$ cat config.mk
export PLATFORM = sky130hd
export DESIGN_NAME = rx_session_ctrl
export DESIGN_NICKNAME = d
export VERILOG_FILES = /design/src/rtl/rx_pkg.sv /design/src/rtl/rx_bank_tracker.sv /design/src/rtl/rx_session_ctrl.sv
export SDC_FILE = /design/constraint.sdc
export NUM_CORES = 1
export LEC_CHECK = 0
export CAP_MARGIN = 10
export CORE_MARGIN = 2
export CORE_UTILIZATION = 30
export DETAILED_ROUTE_END_ITERATION = 6
export HOLD_SLACK_MARGIN = 0.02
export PLACE_DENSITY = 0.52
export SYNTH_ARGS = -nofsm -noshare
export SYNTH_HDL_FRONTEND = slang
export SYNTH_SLANG_ARGS = --single-unit
export TNS_END_PERCENT = 30
$ cat constraint.sdc
create_clock -name clock -period 2.8 [get_ports clock]
set_input_delay 0.84 -clock clock [delete_from_list [all_inputs] [get_ports clock]]
set_output_delay 0.84 -clock clock [all_outputs]
set_load 0.02 [all_outputs]
$ cat src/rtl/rx_pkg.sv
// Shared types and constants for the receive-path session controller.
package rx_pkg;

    localparam int unsigned SeqW              = 15;
    localparam int unsigned DefaultFrameWords = 693;

    typedef logic [SeqW-1:0] seq_t;

    localparam seq_t SeqReserved = '0;
    localparam seq_t SeqMax      = '1;

    localparam logic AckCode  = 1'b0;
    localparam logic NackCode = 1'b1;

    typedef enum logic [2:0] {
        StIdle,
        StWaitSeq,
        StRxData,
        StCommit,
        StAck
    } rx_state_e;

    // Sequence 0 is reserved, so the counter wraps from the top back to 1.
    function automatic seq_t seq_next(input seq_t s);
        return (s == SeqMax) ? seq_t'(SeqReserved + seq_t'(1)) : s + seq_t'(1);
    endfunction

endpackage

$ cat src/rtl/rx_bank_tracker.sv
// Busy flags for the two frame-RAM banks plus the pointer to the next bank to fill.
module rx_bank_tracker (
    input  logic       clock,
    input  logic       reset,
    input  logic       commit,
    input  logic [1:0] bank_release,
    output logic [1:0] busy,
    output logic       target
);

    logic [1:0] busy_q, busy_d;
    logic       target_q, target_d;

    // Release is applied first so a same-cycle commit to that bank overrides it.
    always_comb begin
        busy_d   = busy_q & ~bank_release;
        target_d = target_q;
        if (commit) begin
            busy_d[target_q] = 1'b1;
            target_d         = ~target_q;
        end
    end

    always_ff @(posedge clock or negedge reset) begin
        if (!reset) begin
            busy_q   <= 2'b00;
            target_q <= 1'b0;
        end else begin
            busy_q   <= busy_d;
            target_q <= target_d;
        end
    end

    assign busy   = busy_q;
    assign target = target_q;

endmodule

$ cat src/rtl/rx_session_ctrl.sv
// Session/sequencing controller: in-order frame delivery into a two-bank RAM with ACK/NACK.
module rx_session_ctrl
    import rx_pkg::*;
#(
    parameter int unsigned FRAME_WORDS = DefaultFrameWords,
    parameter int unsigned ADDR_W      = 10,
    parameter int unsigned TIMEOUT     = 65535
) (
    input  logic              clock,
    input  logic              reset,
    input  logic              startvalid,
    input  logic              stopvalid,
    input  logic              sequencevalid,
    input  logic [SeqW-1:0]   sequenceno,
    input  logic              checksummatch,
    input  logic              datatoRAMsof,
    input  logic              datatoRAMeof,
    input  logic              datavalid,
    input  logic [15:0]       datatoRAM,
    input  logic [1:0]        bank_release,
    input  logic              ack_grant,
    output logic              ram_we,
    output logic              ram_bank,
    output logic [ADDR_W-1:0] ram_addr,
    output logic [15:0]       ram_wdata,
    output logic              bank_ready,
    output logic              frame_bank,
    output logic [ADDR_W:0]   frame_words,
    output logic              ack_req,
    output logic              ack_nack,
    output logic [SeqW-1:0]   ack_seq,
    output logic              session_active,
    output logic              session_done,
    output logic [7:0]        drop_count
);

    localparam int unsigned     TmrW     = $clog2(TIMEOUT + 1);
    localparam logic [ADDR_W:0] MaxWords = (ADDR_W + 1)'(FRAME_WORDS);
    localparam logic [TmrW-1:0] TmrLast  = TmrW'(TIMEOUT - 1);

    rx_state_e         state_q, state_d;
    seq_t              expected_q, expected_d;
    seq_t              seq_q, seq_d;
    logic [ADDR_W:0]   wcnt_q, wcnt_d;
    logic              bad_q, bad_d;
    logic [TmrW-1:0]   tmr_q, tmr_d;
    logic              stop_pend_q, stop_pend_d;
    logic              active_q, active_d;
    logic              done_q, done_d;
    logic              bank_ready_q, bank_ready_d;
    logic              frame_bank_q, frame_bank_d;
    logic [ADDR_W:0]   frame_words_q, frame_words_d;
    logic              ack_req_q, ack_req_d;
    logic              ack_nack_q, ack_nack_d;
    seq_t              ack_seq_q, ack_seq_d;
    logic [7:0]        drop_q, drop_d;
    logic              ram_we_q, ram_we_d;
    logic              ram_bank_q, ram_bank_d;
    logic [ADDR_W-1:0] ram_addr_q, ram_addr_d;
    logic [15:0]       ram_wdata_q, ram_wdata_d;

    logic       commit;
    logic [1:0] busy;
    logic       target;
    logic       good_start, good_stop, good_seq;
    logic       drop_inc, bad_now;

    rx_bank_tracker u_bank_tracker (
        .clock        (clock),
        .reset        (reset),
        .commit       (commit),
        .bank_release (bank_release),
        .busy         (busy),
        .target       (target)
    );

    assign good_start = startvalid & checksummatch;
    assign good_stop  = stopvalid & checksummatch;
    assign good_seq   = sequencevalid & checksummatch;

    always_comb begin
        state_d       = state_q;
        expected_d    = expected_q;
        seq_d         = seq_q;
        wcnt_d        = wcnt_q;
        bad_d         = bad_q;
        tmr_d         = tmr_q;
        stop_pend_d   = stop_pend_q;
        active_d      = active_q;
        done_d        = 1'b0;
        bank_ready_d  = 1'b0;
        frame_bank_d  = frame_bank_q;
        frame_words_d = frame_words_q;
        ack_req_d     = ack_req_q & ~ack_grant;
        ack_nack_d    = ack_nack_q;
        ack_seq_d     = ack_seq_q;
        ram_we_d      = 1'b0;
        ram_bank_d    = ram_bank_q;
        ram_addr_d    = ram_addr_q;
        ram_wdata_d   = ram_wdata_q;
        drop_d        = drop_q;
        commit        = 1'b0;
        bad_now       = bad_q;
        drop_inc      = (startvalid | stopvalid | sequencevalid) & ~checksummatch;

        unique case (state_q)
            StIdle: begin
                if (good_start) begin
                    expected_d  = seq_t'(1);
                    active_d    = 1'b1;
                    stop_pend_d = 1'b0;
                    state_d     = StWaitSeq;
                end
            end

            StWaitSeq: begin
                if (good_start) begin
                    expected_d = seq_t'(1);
                end else if (good_stop) begin
                    done_d   = 1'b1;
                    active_d = 1'b0;
                    state_d  = StIdle;
                end else if (good_seq) begin
                    if (sequenceno != expected_q) begin
                        ack_req_d  = 1'b1;
                        ack_nack_d = NackCode;
                        ack_seq_d  = expected_q;
                        state_d    = StAck;
                    end else if (busy[target]) begin
                        ack_req_d  = 1'b1;
                        ack_nack_d = NackCode;
                        ack_seq_d  = sequenceno;
                        state_d    = StAck;
                    end else begin
                        seq_d   = sequenceno;
                        wcnt_d  = '0;
                        bad_d   = 1'b0;
                        tmr_d   = '0;
                        state_d = StRxData;
                    end
                end
            end

            StRxData: begin
                if (good_start) begin
                    expected_d = seq_t'(1);
                    state_d    = StWaitSeq;
                end else if (good_stop) begin
                    done_d   = 1'b1;
                    active_d = 1'b0;
                    state_d  = StIdle;
                end else begin
                    if (datavalid) begin
                        // A second start-of-frame inside a frame means the previous eof was lost.
                        if (datatoRAMsof && wcnt_q != '0) begin
                            bad_now = 1'b1;
                        end
                        if (wcnt_q < MaxWords) begin
                            ram_we_d    = 1'b1;
                            ram_bank_d  = target;
                            ram_addr_d  = wcnt_q[ADDR_W-1:0];
                            ram_wdata_d = datatoRAM;
                            wcnt_d      = wcnt_q + 1'b1;
                        end else begin
                            bad_now = 1'b1;
                        end
                    end
                    bad_d = bad_now;
                    if (datatoRAMeof) begin
                        if (checksummatch && !bad_now) begin
                            state_d = StCommit;
                        end else begin
                            ack_req_d  = 1'b1;
                            ack_nack_d = NackCode;
                            ack_seq_d  = seq_q;
                            drop_inc   = 1'b1;
                            state_d    = StAck;
                        end
                    end else if (tmr_q == TmrLast) begin
                        ack_req_d  = 1'b1;
                        ack_nack_d = NackCode;
                        ack_seq_d  = seq_q;
                        state_d    = StAck;
                    end else begin
                        tmr_d = tmr_q + 1'b1;
                    end
                end
            end

            StCommit: begin
                commit        = 1'b1;
                bank_ready_d  = 1'b1;
                frame_bank_d  = target;
                frame_words_d = wcnt_q;
                expected_d    = seq_next(expected_q);
                ack_req_d     = 1'b1;
                ack_nack_d    = AckCode;
                ack_seq_d     = seq_q;
                state_d       = StAck;
                if (good_stop) begin
                    stop_pend_d = 1'b1;
                end
                if (good_start || good_seq) begin
                    drop_inc = 1'b1;
                end
            end

            StAck: begin
                if (good_start || good_seq) begin
                    drop_inc = 1'b1;
                end
                if (good_stop) begin
                    stop_pend_d = 1'b1;
                end
                if (ack_grant) begin
                    if (stop_pend_q || good_stop) begin
                        stop_pend_d = 1'b0;
                        done_d      = 1'b1;
                        active_d    = 1'b0;
                        state_d     = StIdle;
                    end else begin
                        state_d = StWaitSeq;
                    end
                end
            end

            default: state_d = StIdle;
        endcase

        if (drop_inc && drop_q != 8'hFF) begin
            drop_d = drop_q + 8'd1;
        end
    end

    always_ff @(posedge clock or negedge reset) begin
        if (!reset) begin
            state_q       <= StIdle;
            expected_q    <= seq_t'(1);
            seq_q         <= '0;
            wcnt_q        <= '0;
            bad_q         <= 1'b0;
            tmr_q         <= '0;
            stop_pend_q   <= 1'b0;
            active_q      <= 1'b0;
            done_q        <= 1'b0;
            bank_ready_q  <= 1'b0;
            frame_bank_q  <= 1'b0;
            frame_words_q <= '0;
            ack_req_q     <= 1'b0;
            ack_nack_q    <= 1'b0;
            ack_seq_q     <= '0;
            drop_q        <= '0;
            ram_we_q      <= 1'b0;
            ram_bank_q    <= 1'b0;
            ram_addr_q    <= '0;
            ram_wdata_q   <= '0;
        end else begin
            state_q       <= state_d;
            expected_q    <= expected_d;
            seq_q         <= seq_d;
            wcnt_q        <= wcnt_d;
            bad_q         <= bad_d;
            tmr_q         <= tmr_d;
            stop_pend_q   <= stop_pend_d;
            active_q      <= active_d;
            done_q        <= done_d;
            bank_ready_q  <= bank_ready_d;
            frame_bank_q  <= frame_bank_d;
            frame_words_q <= frame_words_d;
            ack_req_q     <= ack_req_d;
            ack_nack_q    <= ack_nack_d;
            ack_seq_q     <= ack_seq_d;
            drop_q        <= drop_d;
            ram_we_q      <= ram_we_d;
            ram_bank_q    <= ram_bank_d;
            ram_addr_q    <= ram_addr_d;
            ram_wdata_q   <= ram_wdata_d;
        end
    end

    assign ram_we         = ram_we_q;
    assign ram_bank       = ram_bank_q;
    assign ram_addr       = ram_addr_q;
    assign ram_wdata      = ram_wdata_q;
    assign bank_ready     = bank_ready_q;
    assign frame_bank     = frame_bank_q;
    assign frame_words    = frame_words_q;
    assign ack_req        = ack_req_q;
    assign ack_nack       = ack_nack_q;
    assign ack_seq        = ack_seq_q;
    assign session_active = active_q;
    assign session_done   = done_q;
    assign drop_count     = drop_q;

endmodule
==> metrics.md <==
| Metric | Value |
|---|---|
| Largest net degree at the start of global routing | 47 |
| Horiz. Die Dim | 151.2 um |
| Synth warn | 0 |
| Crit end category | flop |
| Worst R2R Start | wcnt_q[1]$_DFFE_PN0P_ |
| Max_cap viols | 0 |
| Status | finished, final reports clean |
| GR Overflow Total | 0 |
| Top FF cell, synth | dfrtp_1 |
| # IOs | 111 |
| EDFF count, synth | 0 |
| Clock transition at path regs | 0.06 ns |
| # diodes | 0 |
| TritonRoute pass-1 iters | 5 |
| Placer Congestion | 0.8030 |
| Top cells by area, synth | dfrtp_1 51%, nand2_1 7.7%, mux2_2 4.8% |
| Die footprint | 22870 um^2 |
| Yosys top cell area share | 50.80% |
| DIE HEIGHT | 151.2 um |
| Area growth syn-to-layout | 38.06% |
| Reg-to-reg slack, setup | 0.26 ns |
| Fill cells | 2031 |
| H-tree depth | 4 |
| Dpl hpwl | 12.74 mm |
| CTS max path bufs | 2 |
| FF+latch count, synth | 133 |
| Initial Util | 30.74% |
| CP startpoint | sequenceno[14] |
| Count leader, synth | nand2_1 |
| Post-synth top cells | 133 x nand2_1, 132 x dfrtp_1, 42 x o21ai_0, 37 x a21oi_1, 30 x nor2_1 |
| CP endpoint | ack_seq[10]$_DFFE_PN0P_ |
| Total negative setup slack | 0 ns |
| Worst hold margin | 0.3432 ns |
| Final setup viols | 0 |
| Avg Vias per Cell | 4.991 |
| Port bufs | 110 |
| Post-synthesis sequential area ratio | 51.20% |
| Core area | 21150 um^2 |
| Gr usage total | 16.01% |
| Root buf cell | clkbuf_16 |
| CTS tree | done |
| Netlist cell types | 65 |
| Leak | 0.004038 uW |
| Global-route wire length before repair | 28.49 mm |
| RR Endpoint | drop_count[1]$_DFFE_PN0P_ |
| Total CTS buffers | 17 |
| WL/cell | 16.39 um |
| Slew @ Worst Pin | 0.5450 ns |
| Final nets | 863 |
| CP Max Fanout | 4 |
| Syn avg cell area | 9.852 um^2 |
| Crit path cell chain | clkdlybuf4s50_1 > xnor2_1 > nand4_1 > nor4_4 > buf_4 > a21o_1 > a211o_4 > clkbuf_16 > mux2_2 |
| Worst min-delay path class | input pin to async pin |
| Post-synth net total | 709 |
| Worst Clk Skew | 0.01108 ns |
| Async set or reset register ratio after synthesis | 100.0% |
| Min cycle time layout | 2.741 ns |
| Maximum clock rate | 364.8 MHz |
| # DRC | 0 |
| Setup CP Type | input pin to flop |
| Final hold vios | 0 |
| Initial DRC Count | 279 |
| Worst rel slew slack | 63.34% |
| Crit path DAT | 3.04 ns |
| PwrDens | 832.6 nW/um^2 |
| Layout cells sized above 1 | 17.29% |
| Row cnt | 53 |
| Initial antenna violation count | 0 |
| Vias in the first global route | 5482 |
| Worst vdd ir | 444.4 uV |
| Reg2reg path depth | 8 |
| Antenna-violating nets left | 0 |
| Clock sink count | 133 |
| Final wirelength | 18.07 mm |
| Critical path launch point type | input pin |
| Mapped Cells | 660 |
| DR vias | 5500 |
| Synth area leader | dfrtp_1 |
| Period utilisation layout | 97.90% |
| Post-synthesis instance area | 6502 um^2 |
| Worst slack, placed | -0.4836 ns |
| Fin. max-slew vios | 0 |
| Hold-fix buffers, CTS | 0 |
| CP peak stage delay | 0.52 ns |
| Req. time, crit path | 3.10 ns |
| Clock latency on the worst-skew pair | 0.43 ns |
| Critical Path Slowest Stage Cell | clkdlybuf4s50_1 |
| Worst setup margin | 0.05887 ns |
## how the worst min path moves through the flow
stage | startpoint | endpoint | depth (start not counted)
after floorplan | seq_q[0]$_DFFE_PN0P_ | seq_q[0]$_DFFE_PN0P_ | 1
after detailed placement | ram_wdata[10]$_DFFE_PN0P_ | ram_wdata[10]$_DFFE_PN0P_ | 2
after global placement | ram_wdata[6]$_DFFE_PN0P_ | ram_wdata[6]$_DFFE_PN0P_ | 2
after global routing | reset | drop_count[3]$_DFFE_PN0P_ | 1
after CTS | reset | drop_count[4]$_DFFE_PN0P_ | 1
final | reset | drop_count[4]$_DFFE_PN0P_ | 1
## power by group
group | leakage, uW | internal (uW) | switching [uW]
Sequential | 0.00180 | 2260 | 304
Clock | 0.000288 | 1450 | 851
Combinational | 0.00195 | 1240 | 1370
## routing by layer
layer	share of wire, %	track usage, %	routed length [um]	up-vias
met5	0	0	0	-
met4	1.3	5.234	232	0
met3	6.1	3.795	1104	15
met2	46	25.54	8313	152
met1	47	21.45	8417	2684
li1	-	-	-	2649
## critical path, delay by kind of cell
kind                   cells  cell delay, ns
buffers and inverters      3            0.90
multiplexers               1            0.32
XOR/XNOR                   1            0.13
AND/OR/NAND/NOR            2            0.54
AO/OA/AOI/OAI              2            0.32
## sequential cells by signal, summed over array words and instances, names as in the netlist, 2 cells and up
register / count
ram_wdata: 16
tmr_q: 16
ack_seq: 15
expected_q: 15
seq_q: 15
frame_words: 11
wcnt_q: 11
ram_addr: 10
drop_count: 8
state_q: 3
u_bank_tracker.busy: 2
## repair_timing
action | 4_1_cts | 5_1_grt
gates resized for setup | 0 | 16
setup buffers | 0 | 3
cloned | 0 | 3
pin swaps | 1 | 14
endpoints found under the setup margin | 6 | 14
## final cells by class
| class | instances | area (um^2) | share of cell area, % |
|---|---|---|---|
| inverters | 21 | 78.83 | 0.8780 |
| clock inverters | 8 | 125.1 | 1.394 |
| repair buffers | 169 | 1635 | 18.22 |
| flip-flops and latches | 133 | 3329 | 37.09 |
| well taps | 275 | 344.1 | 3.833 |
| multi-input cells | 472 | 2993 | 33.34 |
| clock buffers | 24 | 471.7 | 5.254 |
## layout by cell type, fill, tap and decap left out, types with 4 or more instances in the layout
cell,synthesis,final
nor2b_1,4,4
a21oi_1,37,36
o31ai_1,10,10
dfrtp_1,132,132
or4_1,8,7
nor2_1,30,30
a31oi_1,11,11
or3_1,10,10
mux2_1,10,10
o21ai_0,42,42
nand2b_1,5,5
buf_4,2,54
mux2_4,8,8
inv_1,20,20
dlymetal6s2s_1,0,7
mux2_2,28,28
nand4_1,18,18
nor3_1,6,6
clkdlybuf4s50_1,0,102
nand3_1,19,19
and3_1,4,4
nand2_1,133,133
o21ai_1,4,4
xnor2_1,23,20
clkbuf_16,0,19
clkbuf_1,15,5
ha_1,6,6
## logic make-up after synthesis
kind of cell    Yosys count  synth area share (%)
compound gates          136                 13.07
xor+xnor                 26                 3.502
fa+ha+maj                 6                 1.154
buf+inv                  56                 3.867
flops                   133                 51.20
mux                      47                 8.582
simple gates            256                 18.63
## stage by stage
stage          total power [uW]  area [um^2]  cells  utilization [%]
2_1_floorplan              3903         6502    660                -
3_5_place_dp               5052         8219   1064            38.85
3_3_place_gp               5004         8219   1064            38.85
4_1_cts                    7385         8816   1096            41.68
6_report                   7475         8977   1102            42.44
5_1_grt                    7904         8977   1102            42.44
Note: power is estimated with default switching activity, not from simulation.
